[src/rtl/idli_uarb_m.sv]
// idli_uarb_m
//
// Round-robin arbiter sharing the UART receive slice stream between up to
// eight consumers. A grant covers one whole 16b beat (four 4b slices, aligned
// to the core slice counter) and the accept sent back to the receiver is
// frozen for the whole beat, so a consumer changing its mind mid-beat cannot
// corrupt the receiver's shift buffer.
//
// Parameters
//   NUM_REQ   number of requesters (2..8)
//   MAX_HOLD  declined beats a grant may stay locked before forced release (1..15)
//
// Ports
//   i_uarb_gck       core clock
//   i_uarb_rst_n     synchronous active-low reset
//   i_uarb_ctr       slice counter, 3 = last slice of a beat
//   i_uarb_urx_data  current slice from the receiver
//   i_uarb_urx_vld   receiver holds a full 16b word
//   o_uarb_urx_acp   accept back to the receiver
//   i_uarb_req       per-requester request
//   i_uarb_acp       per-requester accept, sampled at ctr==0
//   o_uarb_gnt       one-hot registered grant
//   o_uarb_vld       per-requester data valid
//   o_uarb_stats     (IDLI_UARB_STATS_EN only) NUM_REQ x 8b consumed-beat counters
//   o_uarb_data      broadcast slice (combinational pass-through)
//
// Build option
//   IDLI_UARB_STATS_EN  adds saturating per-requester consumed-beat counters.

module idli_uarb_m #(
    parameter int NUM_REQ  = 2,
    parameter int MAX_HOLD = 4
) (
    input  logic                 i_uarb_gck,
    input  logic                 i_uarb_rst_n,
    input  logic [1:0]           i_uarb_ctr,
    input  logic [3:0]           i_uarb_urx_data,
    input  logic                 i_uarb_urx_vld,
    output logic                 o_uarb_urx_acp,
    input  logic [NUM_REQ-1:0]   i_uarb_req,
    input  logic [NUM_REQ-1:0]   i_uarb_acp,
    output logic [NUM_REQ-1:0]   o_uarb_gnt,
    output logic [NUM_REQ-1:0]   o_uarb_vld,
`ifdef IDLI_UARB_STATS_EN
    output logic [NUM_REQ*8-1:0] o_uarb_stats,
`endif
    output logic [3:0]           o_uarb_data
);

    localparam int PTR_W  = $clog2(NUM_REQ);
    localparam int HOLD_W = $clog2(MAX_HOLD + 1);

    localparam logic [PTR_W-1:0]  PTR_LAST  = PTR_W'(NUM_REQ - 1);
    localparam logic [HOLD_W-1:0] HOLD_LAST = HOLD_W'(MAX_HOLD - 1);
    localparam logic [PTR_W:0]    NUM_EXT   = (PTR_W + 1)'(NUM_REQ);
    localparam logic [NUM_REQ-1:0] ONE      = NUM_REQ'(1);

    typedef enum logic {
        IDLE,
        BUSY
    } state_t;

    state_t              state_q;
    logic [NUM_REQ-1:0]  gnt_q;
    logic [PTR_W-1:0]    ptr_q;
    logic                acp_q;
    logic [HOLD_W-1:0]   hold_q;

    logic [PTR_W-1:0]    gnt_idx;
    logic [PTR_W-1:0]    win_idx;
    logic                win_found;
    logic [PTR_W-1:0]    ptr_after;
    logic                beat_end;
    logic                consumed;

    // Index of the current grant holder, recovered from the one-hot grant.
    always_comb begin
        gnt_idx = '0;
        for (int i = 0; i < NUM_REQ; i++) begin
            if (gnt_q[i]) begin
                gnt_idx = PTR_W'(i);
            end
        end
    end

    // Round-robin winner: first set request scanning upward from ptr_q.
    // The scan runs from the farthest offset down so the nearest one wins;
    // the wrap is explicit because NUM_REQ need not be a power of two.
    always_comb begin
        logic [PTR_W:0] pos;
        pos       = '0;
        win_idx   = ptr_q;
        win_found = 1'b0;
        for (int k = NUM_REQ - 1; k >= 0; k--) begin
            pos = {1'b0, ptr_q} + (PTR_W + 1)'(k);
            if (pos >= NUM_EXT) begin
                pos = pos - NUM_EXT;
            end
            if (i_uarb_req[pos[PTR_W-1:0]]) begin
                win_idx   = pos[PTR_W-1:0];
                win_found = 1'b1;
            end
        end
    end

    assign ptr_after = (gnt_idx == PTR_LAST) ? '0 : gnt_idx + 1'b1;
    assign beat_end  = (state_q == BUSY) && (i_uarb_ctr == 2'd3);
    assign consumed  = beat_end && acp_q;

    assign o_uarb_gnt  = gnt_q;
    assign o_uarb_vld  = gnt_q & {NUM_REQ{i_uarb_urx_vld}};
    assign o_uarb_data = i_uarb_urx_data;

    // At slice 0 the live accept goes straight through; for slices 1..3 the
    // value captured at slice 0 is replayed so the receiver sees one decision.
    assign o_uarb_urx_acp = (state_q == BUSY) &&
                            ((i_uarb_ctr == 2'd0) ? i_uarb_acp[gnt_idx] : acp_q);

    // Arbitration and end-of-beat state machine.
    always_ff @(posedge i_uarb_gck) begin
        if (!i_uarb_rst_n) begin
            state_q <= IDLE;
            gnt_q   <= '0;
            ptr_q   <= '0;
            acp_q   <= 1'b0;
            hold_q  <= '0;
        end else begin
            case (state_q)
                IDLE: begin
                    if ((i_uarb_ctr == 2'd3) && i_uarb_urx_vld && win_found) begin
                        gnt_q   <= ONE << win_idx;
                        hold_q  <= '0;
                        state_q <= BUSY;
                    end
                end
                BUSY: begin
                    if (i_uarb_ctr == 2'd0) begin
                        acp_q <= i_uarb_acp[gnt_idx];
                    end
                    if (i_uarb_ctr == 2'd3) begin
                        // Consumed and forced release both move the pointer
                        // past the holder; a dropped request does not.
                        if (acp_q || (hold_q == HOLD_LAST)) begin
                            state_q <= IDLE;
                            gnt_q   <= '0;
                            ptr_q   <= ptr_after;
                        end else if (i_uarb_req[gnt_idx]) begin
                            hold_q <= hold_q + 1'b1;
                        end else begin
                            state_q <= IDLE;
                            gnt_q   <= '0;
                        end
                    end
                end
                default: begin
                    state_q <= IDLE;
                    gnt_q   <= '0;
                end
            endcase
        end
    end

`ifdef IDLI_UARB_STATS_EN
    logic [NUM_REQ*8-1:0] stats_q;

    // Saturating per-requester count of consumed beats; forced releases
    // never reach here because they end with acp_q low.
    always_ff @(posedge i_uarb_gck) begin
        if (!i_uarb_rst_n) begin
            stats_q <= '0;
        end else if (consumed) begin
            for (int i = 0; i < NUM_REQ; i++) begin
                if (gnt_q[i] && (stats_q[i*8 +: 8] != 8'hFF)) begin
                    stats_q[i*8 +: 8] <= stats_q[i*8 +: 8] + 8'd1;
                end
            end
        end
    end

    assign o_uarb_stats = stats_q;
`else
    // Without statistics the consumed-beat strobe has no further use.
    logic unused_consumed;
    assign unused_consumed = consumed;
`endif

endmodule

[config.mk]
export PLATFORM = sky130hd
export DESIGN_NAME = idli_uarb_m
export DESIGN_NICKNAME = d
export VERILOG_FILES = /design/src/rtl/idli_uarb_m.sv
export SDC_FILE = /design/constraint.sdc
export NUM_CORES = 1
export LEC_CHECK = 0
export CORE_AREA = 2 2 39 41
export CTS_BUF_LIST = sky130_fd_sc_hd__clkbuf_4
export CTS_CLUSTER_DIAMETER = 60
export CTS_CLUSTER_SIZE = 10
export DETAILED_ROUTE_END_ITERATION = 6
export DIE_AREA = 0 0 41 43
export PLACE_DENSITY = 0.73
export REMOVE_ABC_BUFFERS = 1
export SYNTH_ARGS = -nofsm -noshare
export SYNTH_HDL_FRONTEND = slang
export SYNTH_SLANG_ARGS = --single-unit
[constraint.sdc]
create_clock -name i_uarb_gck -period 1.6 [get_ports i_uarb_gck]
set_input_delay 0.48 -clock i_uarb_gck [delete_from_list [all_inputs] [get_ports i_uarb_gck]]
set_output_delay 0.48 -clock i_uarb_gck [all_outputs]
set_load 0.005 [all_outputs]
==> flow_results.org <==
** Place
- Input and output buffers added on the ports amount to 13.
- The HPWL after detailed placement is 1000 um.
- Gp weighted congestion :: 0.814

** Synthesis
- Gate count after technology mapping :: 57
- Share of synthesized registers carrying an async set or reset :: 0%
- Synth Area per Inst :: 9.46 um^2
- Post-synth EDFFs :: 0
- Portion of the post-synthesis area used by sequential elements :: 29.7%
- Total standard cell area after synthesis :: 539 um^2
- Primary FF master, synth :: sky130_fd_sc_hd__dfxtp_1
- Number of library cell types mapped by synthesis :: 27
- Yosys warning count :: 0
- Register bit count reported by yosys :: 8

** Global routing
- The via count of the first global-routing pass came to 495.
- The first global-routing pass estimated 2040 um of wire.
- Entering global routing, the biggest net connects 10 pins.
- The initial antenna violation count was 0.
- Across every metal layer, demand over resource in global routing totals 17.6%.
- Global-route congestion overflow total :: 0

** Timing
- Final hold analysis gives a worst-case slack of 498 ps.
- In the finished design, the share of the clock period the worst path needs comes to 100%.
- Setup repair after global routing could not meet its margin everywhere.
- For the pin with the worst max-slew slack, the measured transition is 364 ps.
- The hold violation count in the final report is 0.
- Relative slew slack :: 75.1%
- Layout Skew :: 6.04 ps
- The max-slew violation total from the final report was 0.
- Min setup slack post-route :: -5.89 ps
- Setup violations remaining at the end of the flow were counted as 1.
- Counting I/O delays and the setup requirement, the final critical path takes 1610 ps.
- Achievable frequency :: 623 MHz

** Worst setup path
- The worst setup path is launched from an input pin.
- Along the worst path, the maximum fanout reaches 2.
- Register-to-register path setup slack :: 100 ps
- Worst EP arrival :: 1130 ps
- Counting both buffers and inverters, the worst setup path holds a total of 2.
- The endpoint identified for the worst register-to-register timing path is hold_q[0].
- Worst-path cell with the longest stage delay :: sky130_fd_sc_hd__clkdlybuf4s15_1
- The critical path is of the input pin to primary output type.
- The cell family contributing the most delay on the critical path is buffers and inverters.
- Critical path capture point :: o_uarb_urx_acp
- Origin of the worst setup path :: i_uarb_acp[1]
- Slowest Stage Delay on Critical Path :: 170 ps
- Capturing element type of the critical path :: primary output
- R2r worst-path depth :: 5
- The signal on the critical path passes through clkdlybuf4s15_1, mux2i_2, nand2_1, o211a_1, buf_2.
- Worst r2r src :: hold_q[0]
- At the worst endpoint, the required time is 1120 ps.
- WP depth :: 5

** CTS
- Clock network latency to the later pin of the worst-skew pair :: 260 ps
- Post-CTS Hold Buffers :: 0
- Counting the buffers created by CTS gives 3.
- The root buffer cell chosen for the clock tree is sky130_fd_sc_hd__clkbuf_4.
- The tree built by TritonCTS fans out to 8 sinks.
- Number of buffers on the longest clock path :: 2
- CTS tree :: built
- CTS H-tree depth :: 1
- Clock transition at the register clock pins on the worst setup and hold paths after CTS :: 50 ps
- Post-CTS Setup Bufs :: 0

** Layout
- Cells with a size suffix above 1 make up 37.5% of the layout.
- Area Overhead vs Synth :: 49.0%
- Fill cell count :: 126
- Antenna diodes :: 0
- Utilization after layout :: 58.0%
- The net count of the finished layout is 97.

** Route
- Vias per cell :: 5.42
- The first TritonRoute pass finished after 4 iterations.
- Routed wire length :: 1300 um
- In the routed design, unresolved DRC markers number 0.
- Summing over every cut layer, the via total after detailed routing is 520.
- DRT iter0 DRCs :: 16
- After detailed routing, the average wire length per cell comes to 13.5 um.
- ANT nets after route :: 0

** Floorplan
- Placement Rows :: 14
- During I/O placement, the number of pins put on the boundary was 22.
- The die is 41 um wide.
- Die ar. :: 1760 um^2
- The region available for standard cell placement spans 1380 um^2.
- Die Y :: 43 um
- Starting utilization of the core area :: 39.0%

** Run status
- Run status :: finished with violations
- Violated checks :: negative setup slack

** Power and ir drop
- The worst-case IR drop observed on VDD is 0.492 mV.
- Leakage power figure :: 0.376 nW
- Power density over the cells :: 558 nW/um^2

** Run
- Max Cap Violations :: 0

** Worst hold path
- The min-delay analysis places its worst path in the category flop to flop.
-- synth_stat cells (2+ instances only) --
master                     instances  area (um^2)
sky130_fd_sc_hd__inv_1             5         18.8
sky130_fd_sc_hd__dfxtp_1           8          160
sky130_fd_sc_hd__o211ai_1          3         22.5
sky130_fd_sc_hd__nor2_1            4         15.0
sky130_fd_sc_hd__buf_4             5         37.5
sky130_fd_sc_hd__a41o_1            2         20.0
sky130_fd_sc_hd__nand2_1           3         11.3
sky130_fd_sc_hd__ha_1              2         25.0
sky130_fd_sc_hd__mux2i_1           5         50.1
sky130_fd_sc_hd__nand2b_1          2         12.5
sky130_fd_sc_hd__and2_1            2         12.5
-- layer usage --
layer	GRT usage [%]	up-vias	part of all wire (%)
li1	-	254	-
met1	19.5	249	43
met2	25.6	15	49
met3	10.5	2	5.4
met4	8.67	0	1.7
met5	0	-	0
-- final cells by class --
class	instances	area, um^2	share of cell area [%]
flip-flops and latches	8	163	20.2
repair buffers	26	224	27.9
multi-input cells	38	355	44.2
well taps	16	20.0	2.49
clock buffers	3	22.5	2.80
inverters	5	18.8	2.34
-- worst min path at each step --
stage | from | cells after the start | endpoint
5_1_grt | o_uarb_gnt[0] | 1 | o_uarb_gnt[0]
2_1_floorplan | hold_q[2] | 2 | hold_q[2]
3_5_place_dp | hold_q[2] | 2 | hold_q[2]
6_report | hold_q[2] | 2 | hold_q[2]
3_3_place_gp | hold_q[2] | 2 | hold_q[2]
4_1_cts | hold_q[2] | 2 | hold_q[2]
-- metrics by stage --
stage / setup slack [ps] / power, W / std cells / TNS (ps) / cell area (um^2)
after floorplan: 138 / 0.000235 / 51 / 0 / 497
after detailed placement: -637 / 0.000298 / 93 / -3110 / 744
after global placement: -617 / 0.000296 / 93 / -2820 / 744
final: -5.89 / 0.000448 / 96 / -5.89 / 803
after CTS: -22.9 / 0.000449 / 96 / -22.9 / 767
after global routing: -102 / 0.000471 / 96 / -113 / 803
-- power breakdown --
group           total, W  switching, W  internal, W
sequential      0.000205    0.00000237     0.000203
combinational  0.0000890     0.0000391    0.0000498
clock           0.000154     0.0000682    0.0000858
total           0.000448      0.000110     0.000338
-- worst reg2reg max path, stage by stage, from the launching register on --
cell and delay (ps):
sky130_fd_sc_hd__dfxtp_2 340, sky130_fd_sc_hd__ha_4 160, sky130_fd_sc_hd__ha_4 150, sky130_fd_sc_hd__or2_4 270, sky130_fd_sc_hd__nor3_4 300, sky130_fd_sc_hd__mux2i_1 210
-- kinds of logic after synthesis --
kind of cell	Yosys count	share of synthesized area [%]
buffers and inverters	11	11.4
multiplexers	5	9.28
AND/OR/NAND/NOR	16	20.2
AO/OA/AOI/OAI	15	24.8
flip-flops	8	29.7
adder cells (fa/ha/maj)	2	4.64
-- sequential cells by signal, indices dropped and copies added (netlist names) --
register	flops
ptr_q	1
hold_q	3
state_q	1
acp_q	1
o_uarb_gnt	2
-- cell usage in the layout (no fill, tap or decap), drive strengths merged, types with 3 or more instances in the layout --
master / count
buf: 14
clkbuf: 3
clkdlybuf4s15: 6
clkdlybuf4s50: 3
dfxtp: 8
inv: 5
mux2i: 5
nand2: 3
nor2: 4
o211ai: 3
-- what timing repair did --
item | in CTS | in global routing
gates resized for setup | 22 | 8
pin swaps | 2 | 3
setup endpoints to repair | 7 | 8
Power figures use the tool's default switching activity.
==> variant: new RTL, same flow settings <==
`MAX_HOLD`: 4 -> 2.
--- a/src/rtl/idli_uarb_m.sv
+++ b/src/rtl/idli_uarb_m.sv
@@ -31,3 +31,3 @@
     parameter int NUM_REQ  = 2,
-    parameter int MAX_HOLD = 4
+    parameter int MAX_HOLD = 2
 ) (
Function: changed (Yosys sat finds a counterexample within 4 cycles, from zero or initial values and one cycle with i_uarb_rst_n low).
==> variant against the unedited design <==
Final area down 16%. Sequential share of layout area up 0.94 points. Setup slack gained 0.035 ns. Sequential power fell by 12%. Worst hold slack lost 0.0089 ns. Synthesized cell count fell by 1.8%. Sequential cell count is 1 lower. Routed wire length is 7.5% lower. Highest routed layer unchanged. Clock skew fell by 0.00090 ns. Non-clock buffer count down 3. Via count is 2.9% lower. Synthesized area fell by 17%. Power grew 1.7%.
==> variant: results <==
metrics = {
    "final_layout": {
        "layout.filler_cells": 129,
        "post_route_cells_drive_above_1_share_pct": 35.9,
        "post_layout_nonfiller_instances": 94,
        "finish.net_count": 93,
    },
    "timing": {
        "final.setup_skew_ns": 0.00514,
        "slew_at_the_pin_with_the_worst_max_slew_slack_ns": 0.296,
        "final_worst_hold_slack_ns": 0.489,
    },
    "clocking": {
        "post-cts-setup-buffer-count": 1,
        "cts_resized": 18,
    },
    "hold_path": {
        "hp_start": "hold_q[1]",
        "worst_hold_path.endpoint": "hold_q[1]",
    },
    "route": {
        "viasPerCell": 5.37,
        "drt-total-wl_mm": 1.20,
        "drt_iter0_markers": 15,
    },
    "placement": {
        "numPlacedInstances": 88,
        "detailed_place_hpwl_microns": 841,
        "place.gp.congestion": 0.812,
    },
    "grt": {
        "first_global_vias": 440,
        "largest_net_degree_at_the_start_of_global_routing": 8,
        "grt_util_all_layers_pct": 15.8,
        "grt_first_pass_wirelength_mm": 1.93,
    },
    "yosys": {
        "ys_top_cells_by_area": "sky130_fd_sc_hd__dfxtp_1 31%, sky130_fd_sc_hd__buf_4 8.4%, sky130_fd_sc_hd__mux2i_1 6.7%",
        "number_of_cells_produced_by_synthesis": 56,
        "ys_seq_area_share_pct": 31.3,
    },
    "outcome": {
        "run_status": "finished clean",
    },
    "setup_path": {
        "crit-reg2reg-capture": "hold_q[1]",
        "reg2reg_from": "hold_q[1]",
        "reg2reg_slack_ns": 0.21,
        "timing.reg2reg.worst_path_depth": 6,
    },
}
-- variant: changes by cell type in the layout (fill, tap and decap cells not counted), moves of 3 or more --
| cell | unedited run | this run |
|---|---|---|
| sky130_fd_sc_hd__a21oi_1 | 1 | 5 |
| sky130_fd_sc_hd__buf_4 | 13 | 10 |
| sky130_fd_sc_hd__clkbuf_2 | 0 | 3 |
| sky130_fd_sc_hd__o211ai_1 | 3 | 0 |
| sky130_fd_sc_hd__o21ai_0 | 0 | 5 |
-- variant: cell type report --
cell class                 count  share of cell area (%)
sequential                     7                    21.2
timing repair buffer          23                    27.9
clock buffer                   4                    4.46
inverter                       4                    2.23
tap                           16                    2.97
multi-input combinational     40                    41.3
-- variant: worst max-delay path, cell delays in order, from the launching register on --
cell                       delay, ns
sky130_fd_sc_hd__dfxtp_2        0.35
sky130_fd_sc_hd__mux2i_2        0.26
sky130_fd_sc_hd__a211oi_2       0.09
sky130_fd_sc_hd__buf_2          0.13
-- variant: power breakdown --
group | total, mW | switching, mW | leakage [nW] | internal, mW
registers | 0.180 | 0.00213 | 0.0576 | 0.178
clock network | 0.193 | 0.0802 | 0.0184 | 0.113
logic | 0.0825 | 0.0385 | 0.228 | 0.0441
total | 0.456 | 0.121 | 0.304 | 0.335
-- variant: kinds of logic after synthesis --
group           after synthesis  synth area share, %
simple gates                 19                 24.3
compound gates               17                 23.2
buf+inv                       9                 11.7
flops                         7                 31.3
mux                           3                 6.70
fa+ha+maj                     1                 2.79
-- variant: stage by stage --
step | setup slack [ns] | cell area, sq um | total power [mW]
after floorplan | 0.165 | 410 | 0.213
after global placement | -0.725 | 621 | 0.259
after detailed placement | -0.755 | 621 | 0.260
after CTS | -0.110 | 652 | 0.453
after global routing | -0.00976 | 673 | 0.476
final | 0.0289 | 673 | 0.456
-- variant: routing by layer --
| layer | wire length, microns | part of all wire (%) | GRT usage, % | up-vias |
|---|---|---|---|---|
| li1 | - | - | - | 243 |
| met1 | 512 | 43 | 19.3 | 237 |
| met2 | 579 | 48 | 23.4 | 22 |
| met3 | 96 | 8.0 | 6.81 | 3 |
| met4 | 14 | 1.2 | 6.00 | 0 |
| met5 | 0 | 0 | 0 | - |
-- variant: worst max path at each step --
stage / startpoint / end / slack, ns / cells after the start
6_report: o_uarb_gnt[1] / o_uarb_urx_acp / 0.03 / 3
5_1_grt: o_uarb_gnt[1] / o_uarb_urx_acp / -0.01 / 3
4_1_cts: i_uarb_ctr[1] / o_uarb_urx_acp / -0.11 / 5
3_5_place_dp: i_uarb_ctr[1] / o_uarb_urx_acp / -0.75 / 5
3_3_place_gp: i_uarb_ctr[1] / o_uarb_urx_acp / -0.73 / 5
2_1_floorplan: i_uarb_ctr[1] / o_uarb_urx_acp / 0.16 / 3
